<file path="config.mk">
export PLATFORM = sky130hd
export DESIGN_NAME = fdivider_ctrl_flat
export DESIGN_NICKNAME = d
export VERILOG_FILES = /design/src/rtl/fdivider_ctrl_if.sv /design/src/rtl/fdivider_ctrl.sv /design/src/flat_wrapper.sv
export SDC_FILE = /design/constraint.sdc
export NUM_CORES = 1
export LEC_CHECK = 0
export ABC_AREA = 0
export BUFFER_PORTS_ARGS = -buffer_cell sky130_fd_sc_hd__buf_4
export CELL_PAD_IN_SITES_DETAIL_PLACEMENT = 1
export CELL_PAD_IN_SITES_GLOBAL_PLACEMENT = 2
export CORE_MARGIN = 2
export CORE_UTILIZATION = 35
export DETAILED_ROUTE_END_ITERATION = 16
export PLACE_DENSITY_LB_ADDON = 0.3
export SYNTH_ARGS = -nofsm -noshare
export SYNTH_HDL_FRONTEND = slang
export SYNTH_SLANG_ARGS = --single-unit
</file>
<file path="constraint.sdc">
create_clock -name clk_in -period 3.4 [get_ports clk_in]
set_input_delay 0.34 -clock clk_in [delete_from_list [all_inputs] [get_ports clk_in]]
set_output_delay 0.34 -clock clk_in [all_outputs]
set_load 0.02 [all_outputs]
</file>
<file path="src/rtl/fdivider_ctrl_if.sv">
// Configuration handshake bundle for the frequency divider front end.
//   cfg_valid : source offers a new divide ratio on cfg_div
//   cfg_div   : requested divide ratio (DIV_W bits)
//   cfg_ready : sink can accept the ratio this cycle
// master = ratio source, slave = fdivider_ctrl.
interface fdivider_ctrl_if #(
  parameter int DIV_W = 16
);
  logic             cfg_valid;
  logic [DIV_W-1:0] cfg_div;
  logic             cfg_ready;

  modport master (
    output cfg_valid,
    output cfg_div,
    input  cfg_ready
  );

  modport slave (
    input  cfg_valid,
    input  cfg_div,
    output cfg_ready
  );
endinterface

</file>
<file path="src/rtl/fdivider_ctrl.sv">
// Run-control and configuration front end for the frequency divider.
// Holds a programmable divide ratio (loaded over the cfg handshake while idle)
// and sequences the phase counter with a start/pause/stop state machine.
// Ports:
//   clk_in     : system clock, all logic on the rising edge
//   rst        : synchronous reset, active-high
//   cfg        : ratio handshake (cfg_valid/cfg_div in, cfg_ready out)
//   start      : IDLE->RUN, PAUSE->RUN
//   pause      : RUN->PAUSE
//   stop       : RUN/PAUSE->IDLE (highest priority)
//   tick       : one-cycle pulse at the end of each divided period
//   clk_out    : registered divided clock, low half then high half
//   running    : state is RUN
//   paused     : state is PAUSE
//   tick_count : ticks since the last start from IDLE, saturating
module fdivider_ctrl #(
  parameter int DIV_W       = 16,
  parameter int DEFAULT_DIV = 100,
  parameter int CNT_W       = 8
) (
  input  logic                clk_in,
  input  logic                rst,
  fdivider_ctrl_if.slave      cfg,
  input  logic                start,
  input  logic                pause,
  input  logic                stop,
  output logic                tick,
  output logic                clk_out,
  output logic                running,
  output logic                paused,
  output logic [CNT_W-1:0]    tick_count
);

  localparam logic [1:0] ST_IDLE  = 2'd0;
  localparam logic [1:0] ST_RUN   = 2'd1;
  localparam logic [1:0] ST_PAUSE = 2'd2;

  logic [1:0]       state;
  logic [DIV_W-1:0] div_reg;
  logic [DIV_W-1:0] cnt;
  logic [DIV_W-1:0] div_last;
  logic [DIV_W-1:0] div_half;
  logic [DIV_W-1:0] cfg_clamped;
  logic             at_end;

  // Ratios of 0 and 1 cannot produce a period with both a low and high half.
  always_comb begin
    cfg_clamped = cfg.cfg_div;
    if (cfg.cfg_div < DIV_W'(2)) begin
      cfg_clamped = DIV_W'(2);
    end
  end

  assign div_last = div_reg - DIV_W'(1);
  assign div_half = div_reg >> 1;
  assign at_end   = (cnt == div_last);

  assign cfg.cfg_ready = (state == ST_IDLE);
  assign running       = (state == ST_RUN);
  assign paused        = (state == ST_PAUSE);

  always_ff @(posedge clk_in) begin
    if (rst) begin
      state      <= ST_IDLE;
      div_reg    <= DIV_W'(DEFAULT_DIV);
      cnt        <= '0;
      tick       <= 1'b0;
      clk_out    <= 1'b0;
      tick_count <= '0;
    end else begin
      tick <= 1'b0;
      case (state)
        ST_IDLE: begin
          // A ratio arriving on the start edge is already in div_reg for the
          // first counting edge, so the new run uses it.
          if (cfg.cfg_valid) begin
            div_reg <= cfg_clamped;
          end
          // The start edge only arms the counter; counting begins next edge.
          if (start) begin
            state      <= ST_RUN;
            cnt        <= '0;
            tick_count <= '0;
          end
        end

        ST_RUN: begin
          if (stop) begin
            state   <= ST_IDLE;
            cnt     <= '0;
            clk_out <= 1'b0;
          end else if (pause) begin
            // cnt, clk_out and tick_count hold; tick already cleared above.
            state <= ST_PAUSE;
          end else begin
            // Phase decision uses the pre-edge count: low for floor(div/2)
            // cycles, then high for the remainder.
            clk_out <= (cnt >= div_half);
            if (at_end) begin
              cnt  <= '0;
              tick <= 1'b1;
              if (tick_count != '1) begin
                tick_count <= tick_count + CNT_W'(1);
              end
            end else begin
              cnt <= cnt + DIV_W'(1);
            end
          end
        end

        ST_PAUSE: begin
          if (stop) begin
            state   <= ST_IDLE;
            cnt     <= '0;
            clk_out <= 1'b0;
          end else if (start) begin
            // Resume from the frozen phase; the resume edge does not count.
            state <= ST_RUN;
          end
        end

        default: begin
          state   <= ST_IDLE;
          cnt     <= '0;
          clk_out <= 1'b0;
        end
      endcase
    end
  end

endmodule

</file>
<file path="src/flat_wrapper.sv">
// flat-port wrapper written by rule: the top's interface ports become plain ports
module fdivider_ctrl_flat 
#(
  parameter int DIV_W       = 16,
  parameter int DEFAULT_DIV = 100,
  parameter int CNT_W       = 8
)
  (clk_in, rst, start, pause, stop, tick, clk_out, running, paused, tick_count, cfg_cfg_valid, cfg_cfg_div, cfg_cfg_ready);
  fdivider_ctrl_if #(.DIV_W(DIV_W)) cfg_i ();
  input  logic clk_in;
  input  logic rst;
  input  logic start;
  input  logic pause;
  input  logic stop;
  output logic tick;
  output logic clk_out;
  output logic running;
  output logic paused;
  output logic [CNT_W-1:0] tick_count;
  input wire logic [$bits(cfg_i.cfg_valid)-1:0] cfg_cfg_valid;
  input wire logic [$bits(cfg_i.cfg_div)-1:0] cfg_cfg_div;
  output wire logic [$bits(cfg_i.cfg_ready)-1:0] cfg_cfg_ready;
  assign cfg_i.cfg_valid = cfg_cfg_valid;
  assign cfg_i.cfg_div = cfg_cfg_div;
  assign cfg_cfg_ready = cfg_i.cfg_ready;
  fdivider_ctrl #(.DIV_W(DIV_W), .DEFAULT_DIV(DEFAULT_DIV), .CNT_W(CNT_W)) u_core (.clk_in(clk_in), .rst(rst), .cfg(cfg_i), .start(start), .pause(pause), .stop(stop), .tick(tick), .clk_out(clk_out), .running(running), .paused(paused), .tick_count(tick_count));
endmodule
</file>
---- Word-level counts from Yosys, hierarchy flattened ----
Cells that the tools add are included.
cells by class
  equality and inequality tests ........... 12
  reduce and logical (&&, ||, !) cells .... 7
  multiplexer cells ....................... 23
  order comparisons ....................... 2
  $add $sub $neg .......................... 3
  bitwise operators ....................... 2
operator list
  cell                   number
  $mux 16                6
  $pmux 16 s3            1
  $mux 8                 5
  $add 16x1->16 const B  1
  $eq 16x16->1           1
  $ge 16x15->1           1
  $lt 16x2->1 const B    1
  $pmux 8 s2             1
  $sub 16x1->16 const B  1
  $add 8x1->8 const B    1
  $mux 2                 4
  $ne 2x2->1 const B     4
  $ne 8x8->1 const B     1
  $ne 3x3->1 const B     2
  $pmux 2 s3             1
  $reduce_and 3->1       2
  $reduce_and 6->1       1
  $mux 1                 4
  $ne 2x1->1 const B     2
  $reduce_or 4->1        1
  $pmux 1 s3             1
  $eq 2x1->1 const B     1
  $eq 2x2->1 const B     1
  $logic_not 2->1        1
  3 further kinds        4
word-level totals
  bits of input ports ..................... 22
  output and inout port bits .............. 13
  register bits after elaboration ......... 44
  logic and storage cells ................. 55

---- Longest topological paths before layout ----
  word-level depth ........................ 6
  gate-level depth with buffers ........... 11
  gate-level depth less buffers ........... 9

---- Least setup slack after synthesis ----
No wires, ideal clock.
  path type ............................... reg2reg
  from .................................... register u_core.div_reg[0]
  to ...................................... register u_core.cnt[10]
  clock period less this slack ............ 2505 ps
  stages on the path, launching flop included .. 12
  setup slack ............................. 895 ps
  arrival time ............................ 2391 ps
  cell sequence ........................... dfxtp_1 inv_1 ha_1 nor3b_2 nand4_1 a211oi_1 nand3_1 or4_1 buf_2 a21oi_4 buf_6 nor2_1
between the ends
  cells in the longest elaborated chain, start to end .. 6
ends and longest elaborated chain
  item                    line                  RTL
  start, declared         fdivider_ctrl.sv:39   logic [DIV_W-1:0] div_reg;
  start signal, assigned  fdivider_ctrl.sv:65   div_reg <= DIV_W'(DEFAULT_DIV);
  start signal, assigned  fdivider_ctrl.sv:77   div_reg <= cfg_clamped;
  $sub 16x1->16           fdivider_ctrl.sv:54   assign div_last = div_reg - DIV_W'(1);
  $eq 16x16->1            fdivider_ctrl.sv:56   assign at_end = (cnt == div_last);
  $mux 16                 fdivider_ctrl.sv:99   if (at_end) begin
  $mux 16                 fdivider_ctrl.sv:92   end else if (pause) begin
  $mux 16                 fdivider_ctrl.sv:88   if (stop) begin
  $pmux 16 s3             fdivider_ctrl.sv:72   case (state)
  end signal, assigned    fdivider_ctrl.sv:106  cnt <= cnt + DIV_W'(1);
  end, declared           fdivider_ctrl.sv:40   logic [DIV_W-1:0] cnt;
Every way passes these cells. The select of a mux whose other input is x is not followed.
A chain may end at the register's enable or synchronous reset.

---- Worst setup path after layout ----
  from .................................... register u_core.div_reg[1]
  to ...................................... register u_core.cnt[13]
Same word-level chain as after synthesis.

==> key figures <==
Worst setup path
  • Critical-path maximum fanout: 12
  • Critical Path Sink Type: flop
  • Worst Path Arrival: 3.17 ns
  • Flop-to-flop setup slack: 0.42 ns
  • Startpoint class of the critical path: flop
  • Kind of critical path: flop to flop
  • Data required time of the worst path: 3.59 ns

Yosys
  • Register area share after synthesis: 29.6%
  • Number of flops mapped to enable cells by yosys: 0
  • Biggest area contributors in the synthesized netlist: sky130_fd_sc_hd__dfxtp_1 (30%), sky130_fd_sc_hd__ha_1 (7.6%), sky130_fd_sc_hd__nand2_1 (5.9%)
  • Cell type contributing the most total cell area after synthesis: sky130_fd_sc_hd__dfxtp_1
  • Post-synthesis instance area: 2980 um2
  • Main flop type after synthesis: sky130_fd_sc_hd__dfxtp_1
  • Total nets after synthesis: 408
  • Share of synthesized registers carrying an async set or reset: 0%
  • Number of synthesized register bits: 44
  • Mean instance size in the synthesized netlist: 8.09 um2
  • Number of distinct library cells after synthesis: 56
  • Share of the synthesized area in the top cell type: 29.6%
  • Number of warnings issued by yosys: 0
  • Synthesized instance count: 368

Floorplanning
  • Overall die height: 96.2 um
  • Floorplan Core Area: 8220 um2
  • Initial Utilization: 36.2%
  • Horizontal die dimension: 96.2 um
  • Boundary Pins: 35
  • Row cnt: 33
  • Die Area: 9250 um2

Layout
  • Fill cells: 1014
  • Multi-input logic area: 1930 um2
  • NumNets Final: 435
  • Most frequent cells in the layout: sky130_fd_sc_hd__nand2_1 (47), sky130_fd_sc_hd__dfxtp_1 (44), sky130_fd_sc_hd__buf_4 (36), sky130_fd_sc_hd__nor2_1 (33), sky130_fd_sc_hd__a21oi_1 (22)
  • Post-route cell area: 3400 um2
  • Proportion of layout cells with a drive suffix above 1: 14.1%
  • Leading cell type in the layout, fill and taps excluded: sky130_fd_sc_hd__nand2_1
  • Inserted Diodes: 0
  • Total area of sequential cells: 881 um2
  • Synth-to-Final Area Change: 14.4%

Clock tree
  • Maximum buffer depth of the clock tree: 2
  • CTS tree: done
  • Insertion delay to the later sink of the worst-skew pair: 0.31 ns
  • H-tree depth reported by CTS: 2
  • Number of post-CTS setup repair buffers: 0
  • Clock tree sinks: 44
  • Clock input transition at the sequential cells of the worst setup and hold paths: 0.08 ns
  • Cts bufs inserted: 5
  • Count of instances resized after the clock tree is built: 0
  • Cell at the root of the clock tree: sky130_fd_sc_hd__clkbuf_8
  • Hold Buf Count CTS: 0

Global routing
  • Via count of the first global-routing pass: 2695
  • Overall track demand over capacity in global routing: 18.9%
  • Initial antenna violation count: 0
  • Global-route met3 utilization: 2.98%
  • Wire length of the first global-routing pass: 13600 um
  • Pin count of the biggest net entering global routing: 34
  • Met2 GRT Util: 31.2%
  • Remaining global-route overflow: 0
  • Grt peak-use layer: met2
  • Met1 routing resource usage after global routing: 25.7%

STA
  • Setup violation total in the final timing report: 0
  • Max Clock Freq: 336 MHz
  • Slew HR: 54.6%
  • Crit path setup slack, layout: 0.421 ns
  • Time the final worst path needs with I/O delays and setup: 2.98 ns
  • Number of max-slew violations in the final report: 0
  • Final period utilization: 87.6%
  • Total Negative Setup Slacks: 0 ns
  • Slew at the pin with the worst max-slew slack: 0.676 ns
  • Setup repair after global routing missed its margin: no
  • Hold Vio Cnt, Final: 0
  • Layout Skew: 0.00631 ns

Detailed routing
  • DRT Wirelength: 8180 um
  • Total iterations of the first detailed-routing run: 4
  • 1st-iter DRT viols: 72
  • Number of nets still failing antenna checks after routing: 0
  • Routed length per instance: 16.3 um
  • DR vias: 2726
  • Residual DRC count: 0
  • Mean number of vias per cell: 5.44

Power
  • Ratio of total power to cell area: 346 nW/um2
  • Clock power share: 34.8%
  • Peak supply drop: 0.178 mV
  • Relative contribution of combinational cells to total power: 17.5%
  • Sequential cell fraction of total power: 47.7%
  • Static leakage: 1.36 nW
  • Cell internal pwr: 0.835 mW
  • Switching portion of total power: 29.2%
  • Power dissipated by switching net loads: 0.344 mW

Placement
  • Port Buf Inserts: 34
  • HPWL Detailed: 6300 um
  • Post-place instance area: 3300 um2
  • Last weighted congestion value of the routability-driven placer: 0.861
  • Setup WS pre-CTS: 0.442 ns

Min path
  • Type of the worst min-delay path: input port to flop

Outcome
  • Outcome: completed

Run
  • Number of max-cap violations: 0
metal layers:
layer | share of wire, % | vias to the layer above | wire [um]
met4 | 1.2 | 0 | 96
li1 | - | 1361 | -
met5 | 0 | - | 0
met1 | 48 | 1316 | 3940
met3 | 2.7 | 8 | 222
met2 | 48 | 41 | 3920
cell usage after synthesis, types with 5 or more instances:
master	number
sky130_fd_sc_hd__nand2_1	47
sky130_fd_sc_hd__dfxtp_1	44
sky130_fd_sc_hd__nor2_1	33
sky130_fd_sc_hd__a21oi_1	22
sky130_fd_sc_hd__inv_1	21
sky130_fd_sc_hd__ha_1	18
sky130_fd_sc_hd__xnor2_1	16
sky130_fd_sc_hd__xor2_1	15
sky130_fd_sc_hd__nand4_1	14
sky130_fd_sc_hd__nor3_1	12
sky130_fd_sc_hd__nand3_1	11
sky130_fd_sc_hd__clkbuf_1	10
sky130_fd_sc_hd__a211oi_1	6
sky130_fd_sc_hd__a21o_1	6
sky130_fd_sc_hd__and3_1	6
sky130_fd_sc_hd__mux2i_1	6
sky130_fd_sc_hd__nand2b_1	6
sky130_fd_sc_hd__o211ai_1	6
sky130_fd_sc_hd__o21ai_0	6
sky130_fd_sc_hd__nand4b_1	5
sky130_fd_sc_hd__or3_1	5
worst paths after layout:
| check | cells past startpoint | from | end |
|---|---|---|---|
| max | 9 | u_core.div_reg[1] | u_core.cnt[13] |
| max reg2reg | 9 | u_core.div_reg[1] | u_core.cnt[13] |
| min | 2 | cfg_cfg_div[2] | u_core.div_reg[2] |
| min reg2reg | 2 | u_core.div_reg[15] | u_core.div_reg[15] |
critical path, stage by stage, from the launching register on:
cell and delay (ns):
sky130_fd_sc_hd__dfxtp_1 0.35, sky130_fd_sc_hd__inv_1 0.12, sky130_fd_sc_hd__ha_1 0.19, sky130_fd_sc_hd__nor3b_2 0.37
sky130_fd_sc_hd__nand4_1 0.19, sky130_fd_sc_hd__a211oi_1 0.23, sky130_fd_sc_hd__nand3_1 0.18, sky130_fd_sc_hd__or4_1 0.73
sky130_fd_sc_hd__a21oi_4 0.41, sky130_fd_sc_hd__nor2_1 0.09
power groups by stage:
stage | clock network, mW | logic, mW | registers [mW]
after floorplan | 0 | 0.153 | 0.557
after global placement | 0 | 0.202 | 0.573
after detailed placement | 0 | 0.205 | 0.574
after CTS | 0.421 | 0.207 | 0.563
after global routing | 0.443 | 0.231 | 0.567
final | 0.411 | 0.206 | 0.563
stage by stage:
step                total power [mW]  hold WS (ns)  utilization, %  instances
global placement               0.775         0.479            40.1        493
floorplan                      0.710         0.419               -        368
global route                    1.24         0.246            41.4        501
detailed placement             0.779         0.483            40.1        493
finish                          1.18         0.244            41.4        501
CTS                             1.19         0.238            41.4        501
final cells by class:
class | instances | share of cell area (%)
sequential | 44 | 25.9
clock inverter | 2 | 1.03
timing repair buffer | 36 | 7.94
tap | 105 | 3.86
clock buffer | 6 | 2.13
multi-input combinational | 287 | 56.8
inverter | 21 | 2.32
logic make-up (layout without fill, tap and decap cells):
group | Yosys count | count (layout) | share of synthesized area, %
adders and majority gates | 18 | 18 | 7.57
xor gates and xnor gates | 31 | 31 | 9.13
AOI/OAI and AO/OA | 65 | 65 | 15.2
muxes | 7 | 7 | 2.40
buffers and inverters | 37 | 65 | 5.38
and+or+nand+nor | 166 | 166 | 30.7
DFF | 44 | 44 | 29.6
Power figures use the tool's default switching activity.
